## src/rtl/gc_pkg.sv

```systemverilog
// Shared GameCube link definitions: sequencer states, command bytes and capture widths.
package gc_pkg;

    typedef enum logic [2:0] {
        StIdle,
        StIdTx,
        StIdWait,
        StPollTx,
        StPollWait,
        StPollGap
    } gc_seq_state_t;

    localparam logic [7:0]  GC_ID_CMD      = 8'h00;
    localparam logic [23:0] GC_POLL_CMD    = 24'h400300;
    localparam int unsigned GC_ID_BITS     = 24;
    localparam int unsigned GC_BUTTON_BITS = 64;

endpackage

```

## src/rtl/gc_poll_sequencer_if.sv

```systemverilog
// Sequencer-side bundle: transmitter handshake, receiver control and link status.
interface gc_poll_sequencer_if;
    logic        enable;
    logic        init_req;
    logic [23:0] tx_cmd;
    logic [4:0]  tx_len;
    logic        tx_start;
    logic        tx_busy;
    logic        send;
    logic        controller_init;
    logic        rx_id_ready;
    logic        rx_button_ready;
    logic        link_up;
    logic        busy;
    logic [7:0]  timeout_count;
    logic [15:0] poll_count;

    modport master (
        input  enable, init_req, tx_busy, rx_id_ready, rx_button_ready,
        output tx_cmd, tx_len, tx_start, send, controller_init, link_up, busy,
               timeout_count, poll_count
    );

    modport slave (
        output enable, init_req, tx_busy, rx_id_ready, rx_button_ready,
        input  tx_cmd, tx_len, tx_start, send, controller_init, link_up, busy,
               timeout_count, poll_count
    );
endinterface

```

## src/rtl/gc_timeout_ctr.sv

```systemverilog
// Loadable down-counter; expired holds once an armed count reaches zero until cleared/reloaded.
module gc_timeout_ctr #(
    parameter int unsigned Width = 8
) (
    input  logic             clk,
    input  logic             rst,
    input  logic             start_i,
    input  logic             clear_i,
    input  logic [Width-1:0] load_i,
    output logic             expired_o
);
    logic [Width-1:0] cnt_q, cnt_d;
    logic             armed_q, armed_d;

    always_comb begin
        cnt_d   = cnt_q;
        armed_d = armed_q;
        if (clear_i) begin
            cnt_d   = '0;
            armed_d = 1'b0;
        end else if (start_i) begin
            cnt_d   = load_i;
            armed_d = 1'b1;
        end else if (armed_q && (cnt_q != '0)) begin
            cnt_d = cnt_q - 1'b1;
        end
    end

    always_ff @(posedge clk or posedge rst) begin
        if (rst) begin
            cnt_q   <= '0;
            armed_q <= 1'b0;
        end else begin
            cnt_q   <= cnt_d;
            armed_q <= armed_d;
        end
    end

    assign expired_o = armed_q && (cnt_q == '0);
endmodule

```

## src/rtl/gc_poll_sequencer.sv

```systemverilog
// GameCube link sequencer: identify after init, periodic polls, response timeout with retries.
module gc_poll_sequencer
    import gc_pkg::*;
#(
    parameter int unsigned POLL_PERIOD  = 100000,
    parameter int unsigned RESP_TIMEOUT = 40000,
    parameter int unsigned MAX_RETRY    = 3,
    parameter logic [7:0]  ID_CMD       = GC_ID_CMD,
    parameter logic [23:0] POLL_CMD     = GC_POLL_CMD
) (
    input logic                 clk,
    input logic                 rst,
    gc_poll_sequencer_if.master bus
);
    localparam int unsigned PerW   = $clog2(POLL_PERIOD);
    localparam int unsigned RspW   = $clog2(RESP_TIMEOUT + 1);
    localparam int unsigned RetryW = $clog2(MAX_RETRY + 1);

    gc_seq_state_t     state_q, state_d;
    logic              started_q, started_d, seen_busy_q, seen_busy_d;
    logic              tx_start_q, tx_start_d, send_q, send_d, link_up_q, link_up_d;
    logic [23:0]       tx_cmd_q, tx_cmd_d;
    logic [4:0]        tx_len_q, tx_len_d;
    logic [RetryW-1:0] retry_q, retry_d, retry_inc;
    logic [7:0]        tmo_cnt_q, tmo_cnt_d;
    logic [15:0]       poll_cnt_q, poll_cnt_d;
    logic              per_start, per_clear, per_expired;
    logic              rsp_start, rsp_clear, rsp_expired;
    logic              in_tx, tx_done;

    // Loaded at the tx_start decision so the next poll tx_start lands exactly POLL_PERIOD later.
    gc_timeout_ctr #(.Width(PerW)) u_period_ctr (
        .clk       (clk),
        .rst       (rst),
        .start_i   (per_start),
        .clear_i   (per_clear),
        .load_i    (PerW'(POLL_PERIOD - 2)),
        .expired_o (per_expired)
    );

    gc_timeout_ctr #(.Width(RspW)) u_resp_ctr (
        .clk       (clk),
        .rst       (rst),
        .start_i   (rsp_start),
        .clear_i   (rsp_clear),
        .load_i    (RspW'(RESP_TIMEOUT)),
        .expired_o (rsp_expired)
    );

    assign in_tx     = (state_q == StIdTx) || (state_q == StPollTx);
    assign retry_inc = retry_q + 1'b1;

    always_comb begin
        state_d     = state_q;
        started_d   = started_q;
        seen_busy_d = seen_busy_q;
        tx_start_d  = 1'b0;
        send_d      = send_q;
        tx_cmd_d    = tx_cmd_q;
        tx_len_d    = tx_len_q;
        link_up_d   = link_up_q;
        retry_d     = retry_q;
        tmo_cnt_d   = tmo_cnt_q;
        poll_cnt_d  = poll_cnt_q;
        per_start   = 1'b0;
        per_clear   = 1'b0;
        rsp_start   = 1'b0;
        rsp_clear   = 1'b0;
        tx_done     = 1'b0;

        if (in_tx) begin
            if (!started_q) begin
                if (!bus.tx_busy) begin
                    tx_start_d = 1'b1;
                    started_d  = 1'b1;
                    send_d     = 1'b1;
                    if (state_q == StPollTx) begin
                        tx_cmd_d  = POLL_CMD;
                        tx_len_d  = 5'd24;
                        per_start = 1'b1;
                    end else begin
                        tx_cmd_d = {ID_CMD, 16'h0000};
                        tx_len_d = 5'd8;
                    end
                end
            end else begin
                seen_busy_d = seen_busy_q | bus.tx_busy;
                tx_done     = seen_busy_q & ~bus.tx_busy;
            end
        end

        unique case (state_q)
            StIdle: begin
                per_clear = 1'b1;
                if (bus.enable && bus.init_req) begin
                    retry_d = '0;
                    state_d = StIdTx;
                end else if (bus.enable && link_up_q) begin
                    state_d = StPollTx;
                end
            end
            StIdTx, StPollTx: begin
                if (tx_done) begin
                    send_d    = 1'b0;
                    rsp_start = 1'b1;
                    state_d   = (state_q == StIdTx) ? StIdWait : StPollWait;
                end
            end
            StIdWait: begin
                // Ready wins over a same-cycle timeout.
                if (bus.rx_id_ready) begin
                    link_up_d = 1'b1;
                    retry_d   = '0;
                    rsp_clear = 1'b1;
                    state_d   = StPollTx;
                end else if (rsp_expired) begin
                    rsp_clear = 1'b1;
                    if (retry_inc >= RetryW'(MAX_RETRY)) begin
                        link_up_d = 1'b0;
                        retry_d   = '0;
                        state_d   = StIdle;
                    end else begin
                        retry_d = retry_inc;
                        state_d = StIdTx;
                    end
                end
            end
            StPollWait: begin
                if (bus.rx_button_ready) begin
                    poll_cnt_d = poll_cnt_q + 16'd1;
                    retry_d    = '0;
                    rsp_clear  = 1'b1;
                    state_d    = StPollGap;
                end else if (rsp_expired) begin
                    rsp_clear = 1'b1;
                    if (tmo_cnt_q != 8'hFF) tmo_cnt_d = tmo_cnt_q + 8'd1;
                    if (retry_inc >= RetryW'(MAX_RETRY)) begin
                        link_up_d = 1'b0;
                        retry_d   = '0;
                        state_d   = StIdle;
                    end else begin
                        retry_d = retry_inc;
                        state_d = StPollGap;
                    end
                end
            end
            StPollGap: begin
                if (!bus.enable) begin
                    state_d = StIdle;
                end else if (bus.init_req) begin
                    per_clear = 1'b1;
                    retry_d   = '0;
                    state_d   = StIdTx;
                end else if (per_expired) begin
                    state_d = StPollTx;
                end
            end
            default: state_d = StIdle;
        endcase

        if (state_d != state_q) begin
            started_d   = 1'b0;
            seen_busy_d = 1'b0;
        end
    end

    always_ff @(posedge clk or posedge rst) begin
        if (rst) begin
            state_q     <= StIdle;
            started_q   <= 1'b0;
            seen_busy_q <= 1'b0;
            tx_start_q  <= 1'b0;
            send_q      <= 1'b0;
            tx_cmd_q    <= '0;
            tx_len_q    <= '0;
            link_up_q   <= 1'b0;
            retry_q     <= '0;
            tmo_cnt_q   <= '0;
            poll_cnt_q  <= '0;
        end else begin
            state_q     <= state_d;
            started_q   <= started_d;
            seen_busy_q <= seen_busy_d;
            tx_start_q  <= tx_start_d;
            send_q      <= send_d;
            tx_cmd_q    <= tx_cmd_d;
            tx_len_q    <= tx_len_d;
            link_up_q   <= link_up_d;
            retry_q     <= retry_d;
            tmo_cnt_q   <= tmo_cnt_d;
            poll_cnt_q  <= poll_cnt_d;
        end
    end

    assign bus.tx_cmd          = tx_cmd_q;
    assign bus.tx_len          = tx_len_q;
    assign bus.tx_start        = tx_start_q;
    assign bus.send            = send_q;
    assign bus.controller_init = (state_q == StIdTx) || (state_q == StIdWait);
    assign bus.link_up         = link_up_q;
    assign bus.busy            = (state_q != StIdle);
    assign bus.timeout_count   = tmo_cnt_q;
    assign bus.poll_count      = poll_cnt_q;
endmodule

```

## src/flat_wrapper.sv

```systemverilog
// flat-port wrapper written by rule: the top's interface ports become plain ports
module gc_poll_sequencer_flat import gc_pkg::*;
#(
    parameter int unsigned POLL_PERIOD  = 100000,
    parameter int unsigned RESP_TIMEOUT = 40000,
    parameter int unsigned MAX_RETRY    = 3,
    parameter logic [7:0]  ID_CMD       = GC_ID_CMD,
    parameter logic [23:0] POLL_CMD     = GC_POLL_CMD
)
  (clk, rst, bus_enable, bus_init_req, bus_tx_busy, bus_rx_id_ready, bus_rx_button_ready, bus_tx_cmd, bus_tx_len, bus_tx_start, bus_send, bus_controller_init, bus_link_up, bus_busy, bus_timeout_count, bus_poll_count);
  gc_poll_sequencer_if bus_i ();
  input logic clk;
  input logic rst;
  input wire logic [$bits(bus_i.enable)-1:0] bus_enable;
  input wire logic [$bits(bus_i.init_req)-1:0] bus_init_req;
  input wire logic [$bits(bus_i.tx_busy)-1:0] bus_tx_busy;
  input wire logic [$bits(bus_i.rx_id_ready)-1:0] bus_rx_id_ready;
  input wire logic [$bits(bus_i.rx_button_ready)-1:0] bus_rx_button_ready;
  output wire logic [$bits(bus_i.tx_cmd)-1:0] bus_tx_cmd;
  output wire logic [$bits(bus_i.tx_len)-1:0] bus_tx_len;
  output wire logic [$bits(bus_i.tx_start)-1:0] bus_tx_start;
  output wire logic [$bits(bus_i.send)-1:0] bus_send;
  output wire logic [$bits(bus_i.controller_init)-1:0] bus_controller_init;
  output wire logic [$bits(bus_i.link_up)-1:0] bus_link_up;
  output wire logic [$bits(bus_i.busy)-1:0] bus_busy;
  output wire logic [$bits(bus_i.timeout_count)-1:0] bus_timeout_count;
  output wire logic [$bits(bus_i.poll_count)-1:0] bus_poll_count;
  assign bus_i.enable = bus_enable;
  assign bus_i.init_req = bus_init_req;
  assign bus_i.tx_busy = bus_tx_busy;
  assign bus_i.rx_id_ready = bus_rx_id_ready;
  assign bus_i.rx_button_ready = bus_rx_button_ready;
  assign bus_tx_cmd = bus_i.tx_cmd;
  assign bus_tx_len = bus_i.tx_len;
  assign bus_tx_start = bus_i.tx_start;
  assign bus_send = bus_i.send;
  assign bus_controller_init = bus_i.controller_init;
  assign bus_link_up = bus_i.link_up;
  assign bus_busy = bus_i.busy;
  assign bus_timeout_count = bus_i.timeout_count;
  assign bus_poll_count = bus_i.poll_count;
  gc_poll_sequencer #(.POLL_PERIOD(POLL_PERIOD), .RESP_TIMEOUT(RESP_TIMEOUT), .MAX_RETRY(MAX_RETRY), .ID_CMD(ID_CMD), .POLL_CMD(POLL_CMD)) u_core (.clk(clk), .rst(rst), .bus(bus_i));
endmodule
```

## config.mk

```make
export PLATFORM = sky130hd
export DESIGN_NAME = gc_poll_sequencer_flat
export DESIGN_NICKNAME = d
export VERILOG_FILES = /design/src/rtl/gc_pkg.sv /design/src/rtl/gc_poll_sequencer_if.sv /design/src/rtl/gc_timeout_ctr.sv /design/src/rtl/gc_poll_sequencer.sv /design/src/flat_wrapper.sv
export SDC_FILE = /design/constraint.sdc
export NUM_CORES = 1
export LEC_CHECK = 0
export CORE_ASPECT_RATIO = 1.5
export CORE_MARGIN = 3
export CORE_UTILIZATION = 54
export CTS_CLUSTER_DIAMETER = 150
export CTS_CLUSTER_SIZE = 24
export DETAILED_ROUTE_END_ITERATION = 8
export PLACE_DENSITY = 0.83
export SETUP_SLACK_MARGIN = 0.02
export SYNTH_ARGS = -nofsm -noshare
export SYNTH_HDL_FRONTEND = slang
export SYNTH_SLANG_ARGS = --single-unit
```

## constraint.sdc

```tcl
create_clock -name clk -period 3.35 [get_ports clk]
set_clock_uncertainty 0.1 [all_clocks]
set_input_delay 1.005 -clock clk [delete_from_list [all_inputs] [get_ports clk]]
set_output_delay 1.005 -clock clk [all_outputs]
set_load 0.01 [all_outputs]
```

-- Word level (Yosys, flattened, before mapping)
Index checks and enable logic that the tools add are counted.
- word-level logic and storage cells: 134
- output and inout bits: 58
- input port bits: 7
- register bits after elaboration: 98
- bitwise gates (word level): 5
- reductions and logical operators: 29
- eq/ne operators: 11
- $lt $le $gt $ge: 1
- mux-type cells: 68
- add/sub/neg operators: 5
- operator list (cell ; number):
    $mux 17 ; 3
    $mux 16 ; 3
    $mux 1 ; 36
    $mux 3 ; 12
    $mux 23 ; 1
    $logic_not 17->1 ; 1
    $reduce_bool 17->1 ; 1
    $sub 17x1->17 const B ; 1
    $add 16x1->16 const B ; 1
    $logic_not 16->1 ; 1
    $reduce_bool 16->1 ; 1
    $sub 16x1->16 const B ; 1
    $pmux 3 s5 ; 1
    $mux 2 ; 7
    $reduce_bool 2->1 ; 5
    $reduce_bool 3->1 ; 3
    $add 8x1->8 const B ; 1
    $ne 8x8->1 const B ; 1
    $pmux 2 s4 ; 1
    $reduce_and 4->1 ; 2
    $eq 3x2->1 const B ; 2
    $eq 3x3->1 const B ; 2
    $logic_and 1x1->1 ; 6
    $ne 2x2->1 const B ; 3
    other kinds (16) ; 23

-- Longest topological paths before layout
- word-level depth: 9
- depth in mapped cells: 9
- mapped depth without buffers: 8

-- Cells and area by module
From an unflattened synthesis, not the netlist that was laid out.
- cells, all modules: 468
- area, all modules: 4444.3 um^2
- by module, submodules not included (module ; area each (um^2) ; cells an instance ; sequential area each (um^2) ; instances):
    gc_poll_sequencer ; 2119.5 ; 201 ; 900.9 ; 1
    gc_timeout_ctr at u_core.u_period_ctr ; 1239.9 ; 144 ; 450.4 ; 1
    gc_timeout_ctr at u_core.u_resp_ctr ; 1084.8 ; 123 ; 425.4 ; 1

-- Worst setup path before layout
Ideal clock, no wire load.
- path kind: input to register
- from: in bus_rx_button_ready
- to: reg u_core.poll_cnt_q[15] (netlist: u_core.bus.poll_count[15])
- buffers on the path: 0
- data required time: 3.126 ns
- setup time: 0.124 ns
- stages on the path: 5
- setup slack: 0.845 ns
- data arrival time: 2.281 ns
- cell sequence: and4bb_2 -> and4_1 -> nand2_1 -> or4_1 -> xnor2_1
- word-level cells in the longest chain between the ends: 1
- ends and longest elaborated chain (element ; RTL line ; source):
    from (decl) ; flat_wrapper.sv:18 ; input wire logic [$bits(bus_i.rx_button_ready)-1:0] bus_rx_button_ready;
    $reduce_and 2->1 (no line) ; - ;
    to (signal assigned) ; gc_poll_sequencer.sv:191 ; poll_cnt_q <= poll_cnt_d;
    to (decl) ; gc_poll_sequencer.sv:26 ; logic [15:0] poll_cnt_q, poll_cnt_d;
No other way between the ends.
A chain may end at the register's enable or synchronous reset.

-- Final worst setup path
- from: reg u_core.state_q[2]
- to: out bus_busy
- word-level cells in the longest chain between the ends: 1
- ends and longest elaborated chain (element ; RTL line ; source):
    from (decl) ; gc_poll_sequencer.sv:19 ; gc_seq_state_t state_q, state_d;
    from (signal assigned) ; gc_poll_sequencer.sv:169 ; state_q <= StIdle;
    from (signal assigned) ; gc_poll_sequencer.sv:181 ; state_q <= state_d;
    $reduce_bool 3->1 ; gc_poll_sequencer.sv:201 ; assign bus.busy = (state_q != StIdle);
    to (decl) ; flat_wrapper.sv:25 ; output wire logic [$bits(bus_i.busy)-1:0] bus_busy;
No other way between the ends.

==> impl_metrics.ini <==
[synthesis]
synth_area_leader_cell = dfrtp_1
yosysMostFrequentCell = dfrtp_1
yosysSeqAreaShare_pct = 45.3
syn_area_um2 = 3930
yosysTopAreaCellShare_pct = 45.3
synth_edf_count = 0
yosys-top-cells-area = dfrtp_1, xor2_1, nor2_1, buf_4, xnor2_1
synth_cell_types = 58
synth_top_flop_cell = dfrtp_1
synth-async-reset-ratio_pct = 100
yosysWarnings = 0
avgSynthCellArea_um2 = 9.74
syn_inst = 403
synth_seq_cells = 71
synth_commonest_cells = dfrtp_1, nor2_1, xor2_1

[timing]
relSlewSlack_pct = 54.2
fin_setup_tns_ns = 0
worstMarginPinSlew_ns = 0.686
fin_ws_ns = 0.478
maxSlewViolCount = 0
min_period_ns = 2.87
finalCritPeriodShare_pct = 85.7
setup_viol = 0
rsz0062_at_grt = false
hold_violations = 0
fmax_ghz = 0.348

[route]
wl_met1_mm = 3.07
routed.top_layer = met4
drc_errors = 0
wl_mm = 7.83
drt_iter0_markers = 125
wire_per_inst_um = 14.8
vias_per_cell = 5.44
wl_met3_um = 284
num_vias = 2884
ant_nets = 0
wl_met2_mm = 4.32
first_pass_iters = 4

[hold_path]
hold_class = flip-flop to flip-flop
min-delay-start = u_core.bus.tx_len[3]
min_delay_path_depth = 1
min_to = u_core.bus.tx_len[3]

[clock_tree]
clk_latency_ns = 0.35
cts_made_buffers = 9
cts_hold_buf = 0
clk_pin_slew_worst_paths_ns = 0.06
postCtsResizedCells = 0
cts_tree = yes
ctsRootBufferMaster = clkbuf_8
cts_sinks = 71
cts.htree.levels = 3
cts_buffer_depth = 2
cts_setup_buffers = 0

[power_and_ir_drop]
vdd_drop_max_v = 0.000439
p_per_area_nw_per_um2 = 651
p_leak_nw = 1.95

[cells_and_area]
layout-drive-gt1-share_pct = 8.41
postLayoutCellArea_um2 = 4460
postLayoutCoreUtil_pct = 64.2
fin_cells = 530
n_antenna_cell = 0
fin_nets = 461
area_growth_pct = 13.6

[placed_design]
gp_congestion = 0.826
pre_cts_ws_ns = 0.267
dp_hpwl_mm = 5.81
placed_cell_area_um2 = 4300
numPlacedInstances = 515
port_buffers = 40

[floorplan]
start_util_pct = 56.5
io-pin-count = 65
core_um2 = 6940
dieArea_um2 = 8350
chipWidth_um = 75.6
row_count = 37
fp.dieH_um = 110

[grt]
grt.total_usage_pct = 20.1
grt_pass1_wl_mm = 13.0
grt_pass1_vias = 2902
grt_max_degree = 32
antenna_found_initial = 0
overflow = 0

[critical_path]
cp-end-kind = primary output
r2r_setup_slack_ns = 0.81
arrival_ns = 1.77
r2r_cells = 8
critPathMaxFanout = 16
critPathKind = flip-flop to primary output
worstPathRequired_ns = 2.24
r2r-start = u_core.u_resp_ctr.cnt_q[0]
critPathLaunch = u_core.state_q[2]
timing.rr.end = u_core.started_q
critPathLaunchType = flip-flop

[job]
max_cap_viol_count = 0

[outcome]
run_status = finished clean
logic make-up (layout without fill, tap and decap cells):
logic type,count (synthesis),after routing,share of synthesized area [%]
and+or+nand+nor,165,165,23.0
AOI/OAI and AO/OA,52,52,8.35
muxes,4,4,1.21
xor gates and xnor gates,52,52,11.6
DFF,71,71,45.3
buffers and inverters,52,78,8.60
other,1,24,0.0955
adders and majority gates,6,6,1.91
worst max-delay path, cell delays in order, from the launching register on:
cell and delay [ns]:
dfrtp_1 0.53, or3_1 0.40, clkdlybuf4s50_1 0.49
layout by cell type (no fill, tap or decap), types with 4 or more instances in the layout:
master,n
a21oi_1,24
o21ai_0,9
nor3_1,8
nand4_1,7
nor2_1,56
and3_1,4
a211oi_1,5
buf_4,7
xor2_1,29
clkdlybuf4s50_1,40
conb_1,24
xnor2_1,23
nor3b_1,5
clkbuf_8,10
nand3_1,19
nand3b_1,6
dfrtp_1,71
clkbuf_1,4
ha_1,6
inv_1,14
nand2_1,27
where the power goes:
group	internal, mW	leakage, nW	switching, mW	total, mW
registers	1.06	0.890	0.219	1.28
clock network	0.285	0.0805	0.292	0.577
logic	0.479	0.980	0.572	1.05
routing by layer:
layer  vias to the layer above  GRT usage, %
met4                         0          8.98
met5                         -             0
met1                      1406          22.3
li1                       1414             -
met3                        17          6.19
met2                        47          34.0
state kept, by name (all words and copies together), names as in the netlist:
signal and count:
u_core.u_resp_ctr.armed_q 1, u_core.u_resp_ctr.cnt_q 16, u_core.bus.send 1, u_core.seen_busy_q 1, u_core.state_q 3, u_core.bus.poll_count 16
u_core.bus.timeout_count 8, u_core.u_period_ctr.armed_q 1, u_core.bus.link_up 1, u_core.bus.tx_start 1, u_core.retry_q 2, u_core.bus.tx_cmd 1
u_core.started_q 1, u_core.u_period_ctr.cnt_q 17, u_core.bus.tx_len 1
how the worst max path moves through the flow:
stage | end | slack (ns) | cells past startpoint
2_1_floorplan | u_core.bus.link_up | 0.45 | 1
3_3_place_gp | u_core.bus.poll_count[15] | 0.30 | 6
3_5_place_dp | u_core.bus.poll_count[15] | 0.27 | 6
4_1_cts | bus_busy | 0.47 | 2
5_1_grt | bus_busy | 0.41 | 2
6_report | bus_busy | 0.48 | 2
metrics by stage:
| stage | power [mW] | hold WS, ns |
|---|---|---|
| floorplan | 2.06 | 0.354 |
| global placement | 2.27 | 0.357 |
| detailed placement | 2.32 | 0.356 |
| CTS | 2.91 | 0.372 |
| global route | 3.10 | 0.388 |
| finish | 2.90 | 0.363 |
cell type report:
class	count	area (um2)
fill	580	2480
timing repair buffer	48	473
clock buffer	14	153
sequential	71	1780
multi-input combinational	303	1900
inverter	15	56.3
clock inverter	1	5.00
tap	78	97.6
No activity file was read; power rests on OpenSTA's default activity.
